[config.mk]
export PLATFORM = sky130hd
export DESIGN_NAME = mux_n_in_pipe
export DESIGN_NICKNAME = d
export VERILOG_FILES = /design/src/rtl/mux_n_in_pipe.sv
export SDC_FILE = /design/constraint.sdc
export NUM_CORES = 1
export LEC_CHECK = 0
export CORE_MARGIN = 3
export CORE_UTILIZATION = 35
export CTS_CLUSTER_SIZE = 24
export DETAILED_ROUTE_END_ITERATION = 8
export PLACE_DENSITY = 0.88
export SETUP_SLACK_MARGIN = 0.15
export SLEW_MARGIN = 20
export SYNTH_ARGS = -nofsm -noshare
export SYNTH_HDL_FRONTEND = slang
export SYNTH_SLANG_ARGS = --single-unit
[constraint.sdc]
create_clock -name Clk -period 5 [get_ports Clk]
set_input_delay 1 -clock Clk [delete_from_list [all_inputs] [get_ports Clk]]
set_output_delay 1 -clock Clk [all_outputs]
set_load 0.05 [all_outputs]
[src/rtl/mux_n_in_pipe.sv]
// Registered N-input select stage: explicit or round-robin channel choice,
// with stall, flush, per-channel valid and a transfer counter.
module mux_n_in_pipe #(
    parameter int DB      = 32,
    parameter int N       = 4,
    parameter int SW      = 2,
    parameter int RR_MODE = 0
) (
    input  logic            Clk,
    input  logic            Reset,
    input  logic [N*DB-1:0] Datos,
    input  logic [N-1:0]    Validos,
    input  logic [SW-1:0]   Sel,
    input  logic            Enable,
    input  logic            Flush,
    output logic [DB-1:0]   Salida,
    output logic            Salida_Valida,
    output logic [SW-1:0]   Canal,
    output logic            Sel_Fuera,
    output logic [N-1:0]    Grant,
    output logic [15:0]     Conteo
);

    localparam logic [SW-1:0] LAST = SW'(N - 1);

    logic [DB-1:0] salida_q, salida_d;
    logic          valida_q, valida_d;
    logic [SW-1:0] canal_q, canal_d;
    logic          fuera_q, fuera_d;
    logic [SW-1:0] ptr_q, ptr_d;
    logic [15:0]   conteo_q, conteo_d;

    logic          advance;
    logic          sel_oor;
    logic [SW-1:0] fix_idx;
    logic          rr_hit;
    logic [SW-1:0] rr_idx;
    int            cand;
    logic [SW-1:0] pick_idx;
    logic          pick_vld;
    logic [DB-1:0] pick_dat;
    logic [N-1:0]  grant;

    // The stage moves only when out of reset, not flushed and not stalled
    always_comb begin
        advance = Reset & ~Flush & Enable;
    end

    // Explicit select: out-of-range selects fall back to the last channel
    always_comb begin
        sel_oor = (32'(Sel) >= 32'(N));
        fix_idx = sel_oor ? LAST : Sel;
    end

    // Round-robin search starting at the pointer, first valid channel wins
    always_comb begin
        rr_hit = 1'b0;
        rr_idx = '0;
        cand   = 0;
        for (int i = 0; i < N; i++) begin
            cand = int'(ptr_q) + i;
            if (cand >= N) begin
                cand = cand - N;
            end
            if (!rr_hit && Validos[cand]) begin
                rr_hit = 1'b1;
                rr_idx = SW'(cand);
            end
        end
    end

    // Channel chosen this cycle, its valid bit, data and one-hot grant
    always_comb begin
        pick_idx = (RR_MODE != 0) ? rr_idx : fix_idx;
        pick_vld = (RR_MODE != 0) ? rr_hit : Validos[fix_idx];
        pick_dat = Datos[int'(pick_idx)*DB +: DB];
        grant    = '0;
        if (advance && pick_vld) begin
            grant = N'(1) << pick_idx;
        end
    end

    // Next-state: flush beats stall, stall holds, otherwise capture
    always_comb begin
        salida_d = salida_q;
        valida_d = valida_q;
        canal_d  = canal_q;
        fuera_d  = fuera_q;
        ptr_d    = ptr_q;
        conteo_d = conteo_q;
        priority case (1'b1)
            Flush: begin
                salida_d = '0;
                valida_d = 1'b0;
                canal_d  = '0;
                fuera_d  = 1'b0;
            end
            !Enable: begin
            end
            default: begin
                if (RR_MODE != 0) begin
                    valida_d = rr_hit;
                    if (rr_hit) begin
                        salida_d = pick_dat;
                        canal_d  = pick_idx;
                        ptr_d    = (pick_idx == LAST) ? '0
                                 : pick_idx + 1'b1;
                    end
                end else begin
                    salida_d = pick_dat;
                    canal_d  = pick_idx;
                    valida_d = pick_vld;
                    fuera_d  = sel_oor;
                end
                if (|grant) begin
                    conteo_d = conteo_q + 16'd1;
                end
            end
        endcase
    end

    // Stage registers with synchronous active-low reset
    always_ff @(posedge Clk) begin
        if (!Reset) begin
            salida_q <= '0;
            valida_q <= 1'b0;
            canal_q  <= '0;
            fuera_q  <= 1'b0;
            ptr_q    <= '0;
            conteo_q <= '0;
        end else begin
            salida_q <= salida_d;
            valida_q <= valida_d;
            canal_q  <= canal_d;
            fuera_q  <= fuera_d;
            ptr_q    <= ptr_d;
            conteo_q <= conteo_d;
        end
    end

    assign Salida        = salida_q;
    assign Salida_Valida = valida_q;
    assign Canal         = canal_q;
    assign Sel_Fuera     = fuera_q;
    assign Grant         = grant;
    assign Conteo        = conteo_q;

endmodule
=== After elaboration in Yosys (flattened, before gate mapping) ===
Cells that the tools add are included.

* $add $sub $neg: 1
* Order comparisons: 1
* Shift-type cells: 2
* Muxes and demuxes: 3
* Bitwise operators: 4
* Reduce and logical (&&, ||, !) cells: 4

{| class="wikitable"
|+ Operators by type and width
! kind !! number
|-
| variable part select 128 x 8 -> 32 bit || 1
|-
| adder 16 x 1 -> 16 bit (second input constant) || 1
|-
| two-way mux 4 bit || 1
|-
| OR reduction 4 bit || 1
|-
| left shift 1 x 2 -> 4 bit (first input constant) || 1
|-
| < comparator 2 x 3 -> 1 bit (second input constant) || 1
|-
| AND reduction 3 bit || 1
|-
| bitwise AND 1 bit || 2
|-
| binary-select mux 1 bit (select 2 bit) || 1
|-
| inverter 1 bit || 2
|-
| OR reduction 2 bit || 1
|-
| logical AND 1 bit || 1
|-
| two-way mux 1 bit || 1
|}

* Register bits: 51
* Input bits: 138
* Output and inout port bits: 56
* Word-level logic and storage cells: 19

=== Logic depth before layout (Yosys ltp) ===
* Depth in word-level cells: 7
* Depth in mapped cells: 5
* Mapped depth without buffers: 5

=== Worst setup path after synthesis ===
Ideal clock, no wire load.

* Path kind: input-to-output
* From: input Flush
* To: output Grant[1]
* Arrival: 2.755 ns
* Data required time: 4.000 ns
* Slack: 1.245 ns
* Stages on the path: 4
* Path buffers: 1
* Cells stage by stage: and3b_1 -> buf_2 -> nand2_1 -> nor3b_1

* Cells in the longest elaborated chain, start to end: 5

{| class="wikitable"
|+ Ends and longest elaborated chain
! what !! line !! source
|-
| start, declared || 15 || <nowiki>input logic Flush,</nowiki>
|-
| inverter 1 bit (no source line) || n/a ||
|-
| bitwise AND 1 bit (2 in series) || 46 || <nowiki>advance = Reset & ~Flush & Enable;</nowiki>
|-
| logical AND 1 bit || 78 || <nowiki>if (advance && pick_vld) begin</nowiki>
|-
| two-way mux 4 bit || 78 ||
|-
| end, declared || 20 || <nowiki>output logic [N-1:0] Grant,</nowiki>
|}

Every way passes these cells.

=== Worst setup path in the final report ===
* From: input Reset
* To: output Grant[1]

* Cells in the longest elaborated chain, start to end: 4

{| class="wikitable"
|+ Ends and longest elaborated chain
! what !! line !! source
|-
| start, declared || 10 || <nowiki>input logic Reset,</nowiki>
|-
| bitwise AND 1 bit (2 in series) || 46 ||
|-
| logical AND 1 bit || 78 ||
|-
| two-way mux 4 bit || 78 ||
|}

Every way passes these cells.

==> flow_summary.toml <==
[status]
status = "finished, final reports clean"

[worst_setup_path]
path_depth = 5
reg2reg_depth = 4
crit_path_end_kind = "output port"
crit_arrival_ns = 3.00
cpPeakStageDelay_ns = 0.67
worstPathRequired_ns = 4.00
cp-start-kind = "primary input"
crit_end = "Grant[1]"
crit_family = "simple AND/OR/NAND/NOR gates"
crit_buf_inv = 2
regToRegEndpoint = "Conteo[11]"
path_cells = "clkdlybuf4s50_1, and3b_1, nand2_1, nor3b_1, buf_4"
reg2reg_slack_ns = 3.41
timing.rr.start = "Conteo[3]"
crit_start = "Reset"
worst_path_max_delay_cell = "and3b_1"
path_max_fanout = 19
crit_type = "primary input to output port"

[route]
vias = 2618
vias_per_cell = 5.278
first_pass_iters = 4
antenna_left = 0
wl_per_cell_um = 17.52
drt_iter0_drc = 61
drc = 0
wirelength_um = 8690

[finish]
final_common_cell = "clkdlybuf4s50_1"
seq_area_sq_um = 1021
nFillCells = 548
diodes = 0
fin_area_sq_um = 4705
post_route_cells_drive_above_1_share_pct = 13.50
layout_common_cells = "clkdlybuf4s50_1, dfxtp_1, a22o_1"
area_growth_pct = 80.34
nets = 538
multiInputGateArea_sq_um = 1503

[power_and_ir_drop]
power_density_nw_per_um2 = 208.8
leakage_nw = 1.743
vdd_drop_max_v = 0.0001286

[clocking]
cts_made_buffers = 5
clockBufferDepth = 2
cts_tree = "built"
clk_pin_slew_worst_paths_ns = 0.09
hold_buffers = 0
clock_latency_ns = 0.29
cts-htree-levels = 2
root_buffer = "clkbuf_8"
cts_setup_buffers = 0
cts.sinks = 51
cts-resized-gates = 0

[placement]
dp_hpwl_um = 7125
dp_slack_ns = 0.9950
numPortBuffers = 192
dpl-instance-area_sq_um = 4587
gp_congestion = 0.7772

[floorplanning]
chipWidth_um = 92.34
placementRows = 30
start_util_pct = 37.17
ioPinCount = 194
coreArea_sq_um = 7019
die_area_sq_um = 8526
die_h_um = 92.34

[global_routing]
grt.total_usage_pct = 20.70
grt_pass1_wl_um = 14060
antenna_found_initial = 0
grt.overflow.total = 0
grt_max_degree = 38
grt_pass1_vias = 2840

[timing]
hold_violations = 0
fin_skew_ns = 0.005346
post-route-period-util_pct = 80.05
worst_slack_ns = 0.9973
min_period_ns = 4.003
rsz0062_at_grt = "no"
tns_ns = 0
slew_violations = 0
fmax_mhz = 249.8
slew_headroom_pct = 51.34
setup_viol = 0
worstMarginPinSlew_ns = 0.7298

[synth]
async_flop_share_pct = 0
yosysWarningCount = 0
synth_edf_count = 0
synth_area_per_cell_sq_um = 12.25
syn_area_sq_um = 2609
yosysUniqueCellTypes = 30
ys.flop_type = "dfxtp_1"
synth-seq-cells = 51
syn-num-nets = 352
syn_inst = 213
synth-seq-area-share_pct = 39.14

[hold_path]
hp-class = "register to register"

[job]
maxCapViolCount = 0
-- stage by stage --
stage | instances | power (mW) | utilization [%] | hold slack, ns
finish | 496 | 0.9825 | 67.02 | 0.4726
global route | 496 | 1.027 | 67.02 | 0.5055
CTS | 496 | 0.9925 | 67.02 | 0.4755
detailed placement | 488 | 0.7010 | 65.35 | 0.4553
global placement | 488 | 0.6954 | 65.35 | 0.4564
floorplan | 213 | 0.5569 | - | 0.6615
-- metal layers --
layer	track usage (%)	share of wire [%]
met1	21.68	34
met2	40.79	57
met5	0	0
met4	4.827	1.3
met3	5.199	7.1
-- synth_stat cells, types with 4 or more instances --
cell type | n | area (sq um)
a21oi_1 | 8 | 40.04
nand4_1 | 6 | 37.54
buf_2 | 4 | 20.02
clkbuf_1 | 9 | 33.78
nor2_1 | 6 | 22.52
a22o_1 | 34 | 297.8
mux4_2 | 33 | 743.2
o21ai_0 | 6 | 30.03
nand2_1 | 13 | 48.80
mux2i_1 | 4 | 40.04
or3_1 | 6 | 37.54
dfxtp_1 | 51 | 1021
and3_1 | 4 | 25.02
-- how the worst min path moves through the flow --
| stage | startpoint | to | slack, ns | depth (start not counted) |
|---|---|---|---|---|
| finish | Salida_Valida | Salida_Valida | 0.47 | 2 |
| CTS | Salida_Valida | Salida_Valida | 0.48 | 2 |
| global placement | Salida_Valida | Salida_Valida | 0.46 | 2 |
| global route | Salida[13] | Salida[13] | 0.51 | 1 |
| floorplan | Salida_Valida | Salida_Valida | 0.66 | 2 |
| detailed placement | Salida[26] | Salida[26] | 0.46 | 1 |
-- logic make-up (layout without fill, tap and decap cells) --
group / Yosys count / count (layout) / synth area share (%)
muxes: 37 / 37 / 30.02
buffers and inverters: 20 / 207 / 3.501
xor gates and xnor gates: 4 / 4 / 1.343
AOI/OAI and AO/OA: 49 / 49 / 14.44
other: 1 / 1 / 0.1437
adders and majority gates: 1 / 1 / 0.4795
DFF: 51 / 51 / 39.14
and+or+nand+nor: 50 / 50 / 10.94
-- worst reg2reg max path, stage by stage, from the launching register on --
cell and delay, ns:
dfxtp_1 0.43, and4_1 0.32, nand4_2 0.22, or3_1 0.40, a21oi_1 0.15
-- power breakdown --
part	internal (mW)	leakage (nW)	total, mW	switching (mW)
sequential	0.418	0.414	0.424	0.00650
clock	0.162	0.0612	0.293	0.131
combinational	0.163	1.27	0.265	0.103
total	0.742	1.74	0.983	0.240
-- area by class of cell --
cell class | count | share of cell area (%)
Timing Repair Buffer | 196 | 41.06
Clock buffer | 6 | 1.755
Inverter | 3 | 0.2394
Multi-Input combinational cell | 142 | 31.94
Clock inverter | 2 | 0.7447
Tap cell | 96 | 2.553
Sequential cell | 51 | 21.70
-- flip-flops by register name, summed over array words and instances, names as in the netlist --
signal,flops
Salida,32
Conteo,16
Canal,2
Salida_Valida,1
Power figures use the tool's default switching activity.
